File: src/rtl/safety_annunciator_pkg.sv
// Shared encodings for the safety annunciator: FSM states, chime levels,
// lamp codes, warning-vector bit positions and the lamp rotation search.
package safety_annunciator_pkg;

  localparam int WARN_W = 6;

  typedef enum logic [1:0] {
    CH_IDLE  = 2'd0,
    CH_ON    = 2'd1,
    CH_OFF   = 2'd2,
    CH_MUTED = 2'd3
  } chime_state_t;

  typedef enum logic [1:0] {
    ST_READY   = 2'd0,
    ST_CRANK   = 2'd1,
    ST_LOCKOUT = 2'd2
  } starter_state_t;

  typedef enum logic [1:0] {
    LVL_NONE = 2'd0,
    LVL_PRI2 = 2'd1,
    LVL_PRI1 = 2'd2
  } chime_level_t;

  localparam logic [2:0] LAMP_NONE   = 3'd0;
  localparam logic [2:0] LAMP_SEAT   = 3'd1;
  localparam logic [2:0] LAMP_HOOD   = 3'd2;
  localparam logic [2:0] LAMP_TRUNK  = 3'd3;
  localparam logic [2:0] LAMP_BAT    = 3'd4;
  localparam logic [2:0] LAMP_AIRBAG = 3'd5;
  localparam logic [2:0] LAMP_TEMP   = 3'd6;

  localparam int WARN_SEAT   = 0;
  localparam int WARN_HOOD   = 1;
  localparam int WARN_TRUNK  = 2;
  localparam int WARN_BAT    = 3;
  localparam int WARN_AIRBAG = 4;
  localparam int WARN_TEMP   = 5;

  // First active lamp code strictly after cur, wrapping 6 -> 1; cur itself is
  // the last candidate so a lone active bit keeps being selected.
  function automatic logic [2:0] next_lamp(input logic [WARN_W-1:0] warn,
                                           input logic [2:0] cur);
    logic [2:0] res;
    logic [2:0] idx;
    int         cand;
    res = LAMP_NONE;
    for (int k = WARN_W; k >= 1; k--) begin
      cand = ((int'(cur) + k - 1) % WARN_W) + 1;
      idx  = 3'(cand - 1);
      if (warn[idx]) res = 3'(cand);
    end
    return res;
  endfunction

endpackage

File: src/rtl/safety_annunciator_if.sv
// Interlock-side inputs and dashboard/starter-side outputs of the annunciator.
interface safety_annunciator_if;
  import safety_annunciator_pkg::*;

  logic              i_start_permit;
  logic              i_chime;
  logic              i_warn_pri1;
  logic              i_warn_pri2;
  logic [WARN_W-1:0] i_warn_vec;
  logic              i_ack;
  logic              i_crank_req;
  logic              o_chime_out;
  logic [2:0]        o_lamp_code;
  logic              o_lamp_pri1;
  logic              o_starter_en;

  modport slave (
    input  i_start_permit, i_chime, i_warn_pri1, i_warn_pri2, i_warn_vec,
    input  i_ack, i_crank_req,
    output o_chime_out, o_lamp_code, o_lamp_pri1, o_starter_en
  );

  modport master (
    output i_start_permit, i_chime, i_warn_pri1, i_warn_pri2, i_warn_vec,
    output i_ack, i_crank_req,
    input  o_chime_out, o_lamp_code, o_lamp_pri1, o_starter_en
  );
endinterface

File: src/rtl/annunciator_tick_gen.sv
// Free-running divider producing a one-cycle tick every TICK_DIV clocks.
module annunciator_tick_gen #(
  parameter int TICK_DIV = 1000
) (
  input  logic clk,
  input  logic rst_n,
  output logic o_tick
);

  localparam int CW = (TICK_DIV > 1) ? $clog2(TICK_DIV) : 1;

  logic [CW-1:0] r_count;
  logic          w_last;

  assign w_last = (r_count == CW'(TICK_DIV - 1));
  assign o_tick = w_last;

  always_ff @(posedge clk or negedge rst_n) begin
    if (!rst_n) begin
      r_count <= '0;
    end else if (w_last) begin
      r_count <= '0;
    end else begin
      r_count <= r_count + CW'(1);
    end
  end

endmodule

File: src/rtl/safety_annunciator.sv
// Turns static interlock warnings into a patterned chime, a rotating warning
// lamp code and a time-limited starter enable with lockout.
module safety_annunciator
  import safety_annunciator_pkg::*;
#(
  parameter int TICK_DIV            = 1000,
  parameter int P1_ON_TICKS         = 2,
  parameter int P1_OFF_TICKS        = 2,
  parameter int P2_ON_TICKS         = 4,
  parameter int P2_OFF_TICKS        = 12,
  parameter int CHIME_TIMEOUT_TICKS = 60,
  parameter int DWELL_TICKS         = 8,
  parameter int CRANK_MAX_TICKS     = 50
) (
  input logic                 clk,
  input logic                 rst_n,
  safety_annunciator_if.slave bus
);

  localparam int SYNC_W = 12;
  localparam int PH_A   = (P1_ON_TICKS > P1_OFF_TICKS) ? P1_ON_TICKS : P1_OFF_TICKS;
  localparam int PH_B   = (P2_ON_TICKS > P2_OFF_TICKS) ? P2_ON_TICKS : P2_OFF_TICKS;
  localparam int PH_MAX = (PH_A > PH_B) ? PH_A : PH_B;
  localparam int PH_W   = $clog2(PH_MAX + 1);
  localparam int EL_W   = $clog2(CHIME_TIMEOUT_TICKS + 1);
  localparam int DW_W   = $clog2(DWELL_TICKS + 1);
  localparam int CR_W   = $clog2(CRANK_MAX_TICKS + 1);

  logic              w_tick;
  logic [SYNC_W-1:0] w_raw;
  logic [SYNC_W-1:0] r_sync1;
  logic [SYNC_W-1:0] r_sync2;
  logic              w_permit;
  logic              w_chime_req;
  logic              w_pri1;
  logic              w_pri2;
  logic [WARN_W-1:0] w_warn;
  logic              w_ack;
  logic              w_crank;
  logic              r_ack_prev;
  logic [WARN_W-1:0] r_warn_prev;
  logic              w_ack_rise;
  logic              w_warn_rise;

  annunciator_tick_gen #(.TICK_DIV(TICK_DIV)) u_tick (
    .clk    (clk),
    .rst_n  (rst_n),
    .o_tick (w_tick)
  );

  assign w_raw = {bus.i_start_permit, bus.i_chime, bus.i_warn_pri1, bus.i_warn_pri2,
                  bus.i_warn_vec, bus.i_ack, bus.i_crank_req};

  assign w_permit    = r_sync2[11];
  assign w_chime_req = r_sync2[10];
  assign w_pri1      = r_sync2[9];
  assign w_pri2      = r_sync2[8];
  assign w_warn      = r_sync2[7:2];
  assign w_ack       = r_sync2[1];
  assign w_crank     = r_sync2[0];

  assign w_ack_rise  = w_ack & ~r_ack_prev;
  assign w_warn_rise = |(w_warn & ~r_warn_prev);

  always_ff @(posedge clk or negedge rst_n) begin
    if (!rst_n) begin
      r_sync1     <= '0;
      r_sync2     <= '0;
      r_ack_prev  <= 1'b0;
      r_warn_prev <= '0;
    end else begin
      r_sync1     <= w_raw;
      r_sync2     <= r_sync1;
      r_ack_prev  <= w_ack;
      r_warn_prev <= w_warn;
    end
  end

  // ---------------- chime ----------------
  chime_state_t  r_ch_state, w_ch_next;
  chime_level_t  w_level;
  logic [PH_W-1:0] r_phase, w_phase_next;
  logic [EL_W-1:0] r_elapsed, w_elapsed_next;
  logic            r_phase_pri1, w_phase_pri1_next;
  logic [PH_W-1:0] w_on_len;
  logic [PH_W-1:0] w_off_len;
  logic            w_timeout;
  logic            w_mute;
  logic            r_chime_out;

  always_comb begin
    w_level = LVL_NONE;
    if (w_pri1) begin
      w_level = LVL_PRI1;
    end else if (w_pri2 || w_chime_req) begin
      w_level = LVL_PRI2;
    end
  end

  assign w_on_len  = r_phase_pri1 ? PH_W'(P1_ON_TICKS)  : PH_W'(P2_ON_TICKS);
  assign w_off_len = r_phase_pri1 ? PH_W'(P1_OFF_TICKS) : PH_W'(P2_OFF_TICKS);

  // Timeout is taken on the very tick that completes it so a phase boundary
  // landing on the same tick cannot flash one extra on-phase.
  assign w_timeout = (r_elapsed == EL_W'(CHIME_TIMEOUT_TICKS)) ||
                     (w_tick && (r_elapsed == EL_W'(CHIME_TIMEOUT_TICKS - 1)));
  assign w_mute    = (w_level == LVL_PRI2) && (w_timeout || w_ack_rise);

  always_comb begin
    w_ch_next         = r_ch_state;
    w_phase_next      = r_phase;
    w_elapsed_next    = r_elapsed;
    w_phase_pri1_next = r_phase_pri1;
    if ((r_ch_state == CH_ON || r_ch_state == CH_OFF) && w_tick &&
        (r_elapsed != EL_W'(CHIME_TIMEOUT_TICKS))) begin
      w_elapsed_next = r_elapsed + EL_W'(1);
    end
    if (w_level == LVL_NONE) begin
      w_ch_next      = CH_IDLE;
      w_phase_next   = '0;
      w_elapsed_next = '0;
    end else begin
      case (r_ch_state)
        CH_IDLE: begin
          w_ch_next         = CH_ON;
          w_phase_next      = '0;
          w_elapsed_next    = '0;
          w_phase_pri1_next = (w_level == LVL_PRI1);
        end
        CH_ON: begin
          if (w_mute) begin
            w_ch_next = CH_MUTED;
          end else if (w_tick) begin
            if (r_phase >= w_on_len - PH_W'(1)) begin
              w_ch_next         = CH_OFF;
              w_phase_next      = '0;
              w_phase_pri1_next = (w_level == LVL_PRI1);
            end else begin
              w_phase_next = r_phase + PH_W'(1);
            end
          end
        end
        CH_OFF: begin
          if (w_mute) begin
            w_ch_next = CH_MUTED;
          end else if (w_tick) begin
            if (r_phase >= w_off_len - PH_W'(1)) begin
              w_ch_next         = CH_ON;
              w_phase_next      = '0;
              w_phase_pri1_next = (w_level == LVL_PRI1);
            end else begin
              w_phase_next = r_phase + PH_W'(1);
            end
          end
        end
        CH_MUTED: begin
          if (w_level == LVL_PRI1 || w_warn_rise) begin
            w_ch_next         = CH_ON;
            w_phase_next      = '0;
            w_elapsed_next    = '0;
            w_phase_pri1_next = (w_level == LVL_PRI1);
          end
        end
        default: w_ch_next = CH_IDLE;
      endcase
    end
  end

  always_ff @(posedge clk or negedge rst_n) begin
    if (!rst_n) begin
      r_ch_state   <= CH_IDLE;
      r_phase      <= '0;
      r_elapsed    <= '0;
      r_phase_pri1 <= 1'b0;
      r_chime_out  <= 1'b0;
    end else begin
      r_ch_state   <= w_ch_next;
      r_phase      <= w_phase_next;
      r_elapsed    <= w_elapsed_next;
      r_phase_pri1 <= w_phase_pri1_next;
      r_chime_out  <= (w_ch_next == CH_ON);
    end
  end

  // ---------------- lamp rotation ----------------
  logic [2:0]      r_lamp, w_lamp_next;
  logic [DW_W-1:0] r_dwell, w_dwell_next;
  logic            r_lamp_pri1;

  always_comb begin
    w_lamp_next  = r_lamp;
    w_dwell_next = r_dwell;
    if (w_warn == '0) begin
      w_lamp_next  = LAMP_NONE;
      w_dwell_next = '0;
    end else if (r_lamp == LAMP_NONE || !w_warn[r_lamp - 3'd1]) begin
      w_lamp_next  = next_lamp(w_warn, r_lamp);
      w_dwell_next = '0;
    end else if (w_tick) begin
      if (r_dwell >= DW_W'(DWELL_TICKS - 1)) begin
        w_lamp_next  = next_lamp(w_warn, r_lamp);
        w_dwell_next = '0;
      end else begin
        w_dwell_next = r_dwell + DW_W'(1);
      end
    end
  end

  always_ff @(posedge clk or negedge rst_n) begin
    if (!rst_n) begin
      r_lamp      <= LAMP_NONE;
      r_dwell     <= '0;
      r_lamp_pri1 <= 1'b0;
    end else begin
      r_lamp      <= w_lamp_next;
      r_dwell     <= w_dwell_next;
      r_lamp_pri1 <= w_pri1;
    end
  end

  // ---------------- starter ----------------
  starter_state_t  r_st_state, w_st_next;
  logic [CR_W-1:0] r_crank_cnt, w_crank_cnt_next;
  logic            w_crank_done;
  logic            r_starter_en;

  assign w_crank_done = w_tick && (r_crank_cnt >= CR_W'(CRANK_MAX_TICKS - 1));

  always_comb begin
    w_st_next        = r_st_state;
    w_crank_cnt_next = r_crank_cnt;
    case (r_st_state)
      ST_READY: begin
        if (w_crank && w_permit) begin
          w_st_next        = ST_CRANK;
          w_crank_cnt_next = '0;
        end
      end
      ST_CRANK: begin
        // Lockout outranks a same-cycle button release.
        if (!w_permit || w_crank_done) begin
          w_st_next = ST_LOCKOUT;
        end else if (!w_crank) begin
          w_st_next = ST_READY;
        end else if (w_tick) begin
          w_crank_cnt_next = r_crank_cnt + CR_W'(1);
        end
      end
      ST_LOCKOUT: begin
        if (!w_crank) w_st_next = ST_READY;
      end
      default: w_st_next = ST_READY;
    endcase
  end

  always_ff @(posedge clk or negedge rst_n) begin
    if (!rst_n) begin
      r_st_state   <= ST_READY;
      r_crank_cnt  <= '0;
      r_starter_en <= 1'b0;
    end else begin
      r_st_state   <= w_st_next;
      r_crank_cnt  <= w_crank_cnt_next;
      r_starter_en <= (w_st_next == ST_CRANK);
    end
  end

  assign bus.o_chime_out  = r_chime_out;
  assign bus.o_lamp_code  = r_lamp;
  assign bus.o_lamp_pri1  = r_lamp_pri1;
  assign bus.o_starter_en = r_starter_en;

endmodule

File: src/flat_wrapper.sv
// flat-port wrapper written by rule: the top's interface ports become plain ports
module safety_annunciator_flat import safety_annunciator_pkg::*;
#(
  parameter int TICK_DIV            = 1000,
  parameter int P1_ON_TICKS         = 2,
  parameter int P1_OFF_TICKS        = 2,
  parameter int P2_ON_TICKS         = 4,
  parameter int P2_OFF_TICKS        = 12,
  parameter int CHIME_TIMEOUT_TICKS = 60,
  parameter int DWELL_TICKS         = 8,
  parameter int CRANK_MAX_TICKS     = 50
)
  (clk, rst_n, bus_i_start_permit, bus_i_chime, bus_i_warn_pri1, bus_i_warn_pri2, bus_i_warn_vec, bus_i_ack, bus_i_crank_req, bus_o_chime_out, bus_o_lamp_code, bus_o_lamp_pri1, bus_o_starter_en);
  safety_annunciator_if bus_i ();
  input logic clk;
  input logic rst_n;
  input wire logic [$bits(bus_i.i_start_permit)-1:0] bus_i_start_permit;
  input wire logic [$bits(bus_i.i_chime)-1:0] bus_i_chime;
  input wire logic [$bits(bus_i.i_warn_pri1)-1:0] bus_i_warn_pri1;
  input wire logic [$bits(bus_i.i_warn_pri2)-1:0] bus_i_warn_pri2;
  input wire logic [$bits(bus_i.i_warn_vec)-1:0] bus_i_warn_vec;
  input wire logic [$bits(bus_i.i_ack)-1:0] bus_i_ack;
  input wire logic [$bits(bus_i.i_crank_req)-1:0] bus_i_crank_req;
  output wire logic [$bits(bus_i.o_chime_out)-1:0] bus_o_chime_out;
  output wire logic [$bits(bus_i.o_lamp_code)-1:0] bus_o_lamp_code;
  output wire logic [$bits(bus_i.o_lamp_pri1)-1:0] bus_o_lamp_pri1;
  output wire logic [$bits(bus_i.o_starter_en)-1:0] bus_o_starter_en;
  assign bus_i.i_start_permit = bus_i_start_permit;
  assign bus_i.i_chime = bus_i_chime;
  assign bus_i.i_warn_pri1 = bus_i_warn_pri1;
  assign bus_i.i_warn_pri2 = bus_i_warn_pri2;
  assign bus_i.i_warn_vec = bus_i_warn_vec;
  assign bus_i.i_ack = bus_i_ack;
  assign bus_i.i_crank_req = bus_i_crank_req;
  assign bus_o_chime_out = bus_i.o_chime_out;
  assign bus_o_lamp_code = bus_i.o_lamp_code;
  assign bus_o_lamp_pri1 = bus_i.o_lamp_pri1;
  assign bus_o_starter_en = bus_i.o_starter_en;
  safety_annunciator #(.TICK_DIV(TICK_DIV), .P1_ON_TICKS(P1_ON_TICKS), .P1_OFF_TICKS(P1_OFF_TICKS), .P2_ON_TICKS(P2_ON_TICKS), .P2_OFF_TICKS(P2_OFF_TICKS), .CHIME_TIMEOUT_TICKS(CHIME_TIMEOUT_TICKS), .DWELL_TICKS(DWELL_TICKS), .CRANK_MAX_TICKS(CRANK_MAX_TICKS)) u_core (.clk(clk), .rst_n(rst_n), .bus(bus_i));
endmodule
File: config.mk
export PLATFORM = sky130hd
export DESIGN_NAME = safety_annunciator_flat
export DESIGN_NICKNAME = d
export VERILOG_FILES = /design/src/rtl/safety_annunciator_pkg.sv /design/src/rtl/safety_annunciator_if.sv /design/src/rtl/annunciator_tick_gen.sv /design/src/rtl/safety_annunciator.sv /design/src/flat_wrapper.sv
export SDC_FILE = /design/constraint.sdc
export NUM_CORES = 1
export LEC_CHECK = 0
export CAP_MARGIN = 20
export CORE_MARGIN = 2
export CORE_UTILIZATION = 60
export CTS_BUF_LIST = sky130_fd_sc_hd__clkbuf_4 sky130_fd_sc_hd__clkbuf_8
export DETAILED_ROUTE_END_ITERATION = 6
export HOLD_SLACK_MARGIN = 0.15
export PLACE_DENSITY_LB_ADDON = 0.05
export SYNTH_ARGS = -nofsm -noshare
export SYNTH_HDL_FRONTEND = slang
export SYNTH_HIERARCHICAL = 1
export SYNTH_SLANG_ARGS = --single-unit
File: constraint.sdc
create_clock -name clk -period 10.1 [get_ports clk]
set_input_delay 2.02 -clock clk [delete_from_list [all_inputs] [get_ports clk]]
set_output_delay 2.02 -clock clk [all_outputs]
set_load 0.01 [all_outputs]
* Yosys cells after proc, flatten, opt, wreduce, memory -nomap -nowiden
Index checks and enable logic that the tools add are counted.
** Word-level totals
- Flip-flop bits (word level) :: 72
- Latch bits :: 0
- RAM bits :: 0
- ROM bits :: 0
- Input bits :: 14
- Output and inout bits :: 6
- Word-level logic and storage cells :: 199
- Memories :: 0
** Cells by class
- Add/sub/neg operators :: 32
- Multiply operators :: 0
- Div/mod/pow operators :: 6
- $lt $le $gt $ge :: 11
- Equality and inequality tests :: 29
- Shift-type cells :: 0
- Multiplexer cells :: 72
- Bitwise operators :: 5
- Reduce and logical (&&, ||, !) cells :: 28
** Operators by type and width (count)
- $mod 32x4->32 const B :: 6
- $sub 32x2->32 const B :: 6
- $mux 4 :: 13
- $mux 6 :: 7
- $mux 3 :: 11
- $lt 3x4->1 const B :: 7
- $mux 2 :: 12
- $pmux 6 s2 :: 2
- $bmux 1 s3 :: 7
- $add 3x2->3 const B :: 6
- $sub 3x2->3 const B :: 6
- $pmux 4 s4 :: 1
- $mux 1 :: 15
- $add 3x3->4 const B :: 3
- $add 6x1->6 const B :: 2
- $eq 6x6->1 const B :: 2
- $ne 2x1->1 const B :: 6
- $add 10x1->10 const B :: 1
- $eq 10x10->1 const B :: 1
- $eq 2x1->1 const B :: 5
- $mux 10 :: 1
- $ne 2x2->1 const B :: 5
- $reduce_and 5->1 :: 2
- $add 3x2->4 const B :: 2
- other kinds (30) :: 54

* Depth between registers and ports, before layout
- Depth after elaboration :: 17
- Mapped depth :: 19
- Gate-level depth less buffers :: 17

* By module
Netlist, hierarchy kept.
** By module, submodules not included
- safety_annunciator :: instances 1, cells each 379, area an instance 3757.4 µm², sequential area each 1551.5 µm²
- annunciator_tick_gen :: instances 1, cells each 43, area an instance 483.0 µm², sequential area each 250.2 µm²

* Worst setup path after synthesis
Ideal clock, no wire load.
- Path kind :: register to register
- Start point :: register u_core.r_lamp[0] (netlist: u_core/bus.o_lamp_code[0])
- End point :: register u_core.r_lamp[2] (netlist: u_core/bus.o_lamp_code[2])
- Library setup time :: 121 ps
- Arrival :: 3909 ps
- Required time :: 9979 ps
- Slack :: 6070 ps
- Stages on the path, launching flop included :: 20
- Path buffers :: 2
- Clock period less this slack :: 4030 ps
- Path through :: dfrtp_1 -> buf_4 -> buf_4 -> inv_1 -> ha_1 -> xor2_2 -> inv_1 -> ha_1 -> nand2b_1 -> nor3_1 -> a211oi_1 -> a31oi_1 -> ha_1 -> inv_1 -> mux2_1 -> a32oi_1 -> nand3_2 -> a211oi_1 -> o221ai_1 -> a22o_1
** Between the ends
- Cells in the longest elaborated chain, start to end :: 17
- Elaborated cells on any way between the ends :: 61
- Those cells by class :: add/sub (25); div (6); mux (24); reduce/logical (6)
** Ends and longest elaborated chain
- from (decl) :: line safety_annunciator.sv:186 : logic [2:0] r_lamp, w_lamp_next;
- from (signal assigned) :: line safety_annunciator.sv:215 : r_lamp <= w_lamp_next;
- $add 3x3->4 :: line safety_annunciator_pkg.sv:50 : cand = ((int'(cur) + k - 1) % WARN_W) + 1;
- $sub 32x2->32 :: line safety_annunciator_pkg.sv:50
- $mod 32x4->32 :: line safety_annunciator_pkg.sv:50
- $add 3x2->3 :: line safety_annunciator_pkg.sv:50
- $sub 3x2->3 :: line safety_annunciator_pkg.sv:51 : idx = 3'(cand - 1);
- $bmux 1 s3 :: line safety_annunciator_pkg.sv:52 : if (warn[idx]) res = 3'(cand);
- $mux 1 (implied by the code) :: line safety_annunciator_pkg.sv:52
- $mux 3 (6 in a row) :: line safety_annunciator_pkg.sv:52
- $mux 3 :: line safety_annunciator.sv:200 : if (r_dwell >= DW_W'(DWELL_TICKS - 1)) begin
- $mux 3 :: line safety_annunciator.sv:199 : end else if (w_tick) begin
- $mux 3 :: line safety_annunciator.sv:196 : end else if (r_lamp == LAMP_NONE || !w_warn[r_lamp - 3'd1]) begin
- $mux 3 :: line safety_annunciator.sv:193 : if (w_warn == '0) begin
Parallel ways exist; a longest one is shown, timed or not. The select of a mux whose other input is x is not followed.
A chain may end at the register's enable or synchronous reset.

* Worst setup path after layout
- Start point :: register u_core.r_lamp[1] (netlist: u_core/bus.o_lamp_code[1])
- End point :: register u_core.r_lamp[2] (netlist: u_core/bus.o_lamp_code[2])
The elaborated chain is that of the path after synthesis.

==> results.md <==
- Die ar.: 7760 sq um
- Routed len/inst: between 15 and 20 um
- Sw power: between 600 and 700 uW
- Final Skew: about 0.013 ns
- Die Span Y: 88.1 um
- Fin nets: a little under 500
- Startpoint Class: flip-flop
- Run status: completed
- Post-CTS Setup Inserts: 0
- Row cnt: 30
- Max-slew violations: 0
- Number of synthesized flops with an enable pin: 0
- # diodes: 0
- Clock latency on the worst-skew pair: around 0.34 ns
- Netlist cell types: 68
- Initial DRT Pass Iterations: 4
- Global-route wire length before repair: approximately 14 mm
- Crit end category: flip-flop
- CTS Sinks: 72
- Static leakage: ~0.0021 uW
- Top_reg_cell synth: dfrtp_1
- Critical path required time: approximately 10 ns
- Setup CP Type: flip-flop to flip-flop
- CTS tree: yes
- Most common cell after layout, fill and taps aside: dfrtp_1
- IO Pins: 20
- Setup TNS: 0 ns
- Post-Route WL: between 8 and 9 mm
- Post-CTS Resized: 0
- #FFs+latches synth: just over 70
- PortBufs: 19
- Crit-path slowest cell: dfrtp_1
- Unrepaired setup endpoints after global routing: no
- Post-DRT Antenna Nets: 0
- Fin crit period: 4.22 ns
- VDD IR max: roughly 130 uV
- Die width: ~88 um
- Total gr overflow: 0
- Hpwl dp: 5.80 mm
- Clock transition at path regs: approximately 0.080 ns
- Critical Path, Cell by Cell: inv_1 > ha_1 > xor2_2 > inv_1 > ha_1 > nand2b_1 > nor3_1 > a211oi_1 > a31oi_1 > ha_1 > inv_1 > mux2_1 > a32oi_1 > nand3_2 > a211oi_1 > o221ai_1 > a22o_1
- Max FO, Critical Path: 10
- Yosys warnings: 6
- PD cells: around 320 nW/um^2
- Num CTS Buffers: 9
- Core Area: 6830 sq um
- Internal power: 846 uW
- Final RePlAce weighted congestion: 0.898
- Crit path DAT: around 4.5 ns
- Worst-margin pin slew: 0.888 ns
- Post-CTS Hold Buffers: 0
- Commonest non-fill, non-tap cells in the layout: 72 x dfrtp_1, 37 x nor2_1, 36 x ha_1, 28 x nand2_1, 27 x inv_1
- Vias: about 3,200
- Async S/R FF share, synth: 100%
- CTS root buf: clkbuf_8
- Initial antenna violation count: 0
- Pwr Total: approximately 1500 uW
- Share of cells above drive strength 1: 9.13%
- Drc violations: 0
- Clock H-tree levels: 3
- Final worst path period share: between 40% and 50%
- Total GRT Usage: 23.6%
- Combinational share of power: between 60% and 70%
- Synth Cell Area: around 4200 sq um
- Routed vias/inst: a little under 6
- Seq. cell area: around 1800 sq um
- Max incr delay on CP: around 0.58 ns
- Synth Area per Inst: approximately 10 sq um
- Sw Share: between 40% and 50%
- Area delta synth->final: 11.6%
- Register area share after synthesis: about 42%
- Initial Util: between 60% and 70%
- Reg power frac: between 20% and 30%
- Filler instances: between 500 and 600
- Hold Fails Final Rpt: 0
- Mapped Cells: between 400 and 500
- Clk buf depth: 2
- Fmax: roughly 0.24 GHz
- Hold Path Class: flip-flop to flip-flop
- Relative slew slack: 40.8%
- Initial DRC Count: 162
- Largest net degree at the start of global routing: 73
- Multi-input gate area: roughly 2300 sq um
- Vias in the first global route: ~3,000
- Syn nets: about 470
- Clk pwr share: between 10% and 20%
- Final setup viols: 0
- Max cap viols: 0
registers in the layout, indices dropped and copies added (netlist names), 3 cells and up:
register and count:
u_core/bus.o_lamp_code 3, u_core/r_crank_cnt 6, u_core/r_dwell 4, u_core/r_elapsed 6
u_core/r_phase 4, u_core/r_sync1 12, u_core/r_sync2 12, u_core/r_warn_prev 6
u_core/u_tick/r_count 10
layout make-up:
cell class	instances	area share, %
inverters	29	2.30
clock inverters	6	1.96
well taps	96	2.54
repair buffers	21	4.23
clock buffers	10	2.78
flip-flops and latches	72	38.1
multi-input cells	311	48.1
critical path, delay by kind of cell, from the launching register on:
family                   cells  cell delay (ns)
multiplexers                 1             0.36
buffers and inverters        3             0.48
adder cells (fa/ha/maj)      3             0.84
AO/OA/AOI/OAI                6             1.08
XOR/XNOR                     1             0.28
flip-flops                   1             0.58
AND/OR/NAND/NOR              3             0.51
metrics by stage:
stage	instance area (sq um)	instances	worst slack, ns	util [%]	hold WS [ns]
floorplan	4240	422	6.07	-	0.331
global placement	4510	529	6.12	66.0	0.333
detailed placement	4510	529	5.91	66.0	0.335
CTS	4730	545	5.88	69.2	0.348
global route	4730	545	5.50	69.2	0.359
finish	4730	545	5.88	69.2	0.346
routing by layer:
| layer | GRT usage [%] | wire [um] |
|---|---|---|
| met1 | 33.8 | 3970 |
| met5 | 0 | 0 |
| met3 | 4.43 | 330 |
| met2 | 37.2 | 3930 |
| met4 | 6.89 | 88 |
synth_stat cells, drive strengths merged, types with 10 or more instances:
cell type / count / area, sq um
ha: 36 / 450
inv: 29 / 109
dfrtp: 72 / 1800
nand3: 16 / 85.1
nor2b: 11 / 68.8
o21ai: 22 / 110
a21oi: 20 / 108
xor2: 10 / 103
nor2: 37 / 139
nand2: 28 / 105
nor3: 10 / 55.1
mux2i: 16 / 160
logic make-up (layout without fill, tap and decap cells):
logic type	Yosys count	count (layout)	share of synthesized area, %
and+or+nand+nor	138	138	16.6
AOI/OAI and AO/OA	96	96	15.4
DFF	72	72	42.5
buffers and inverters	39	66	3.84
adders and majority gates	36	36	10.6
muxes	23	23	6.96
xor gates and xnor gates	18	18	4.07
power by group through the flow:
stage	Sequential, uW	Clock (uW)	Combinational, uW
floorplan	349	0	716
global placement	352	0	865
CTS	348	257	900
finish	348	251	911
detailed placement	353	0	893
global route	353	270	1010
final timing paths:
kind,from,to,slack (ns),cells after the start
setup / recovery,u_core/bus.o_lamp_code[1],u_core/bus.o_lamp_code[2],5.88,17
hold / removal,u_core/r_sync1[5],u_core/r_sync2[5],0.35,0
setup reg to reg,u_core/bus.o_lamp_code[1],u_core/bus.o_lamp_code[2],5.88,17
hold reg to reg,u_core/r_sync1[5],u_core/r_sync2[5],0.35,0
max in group asynchronous,rst_n,u_core/r_sync2[2],7.64,2
min in group asynchronous,rst_n,u_core/r_phase[0],1.86,2
(Power assumes the default switching activity.)
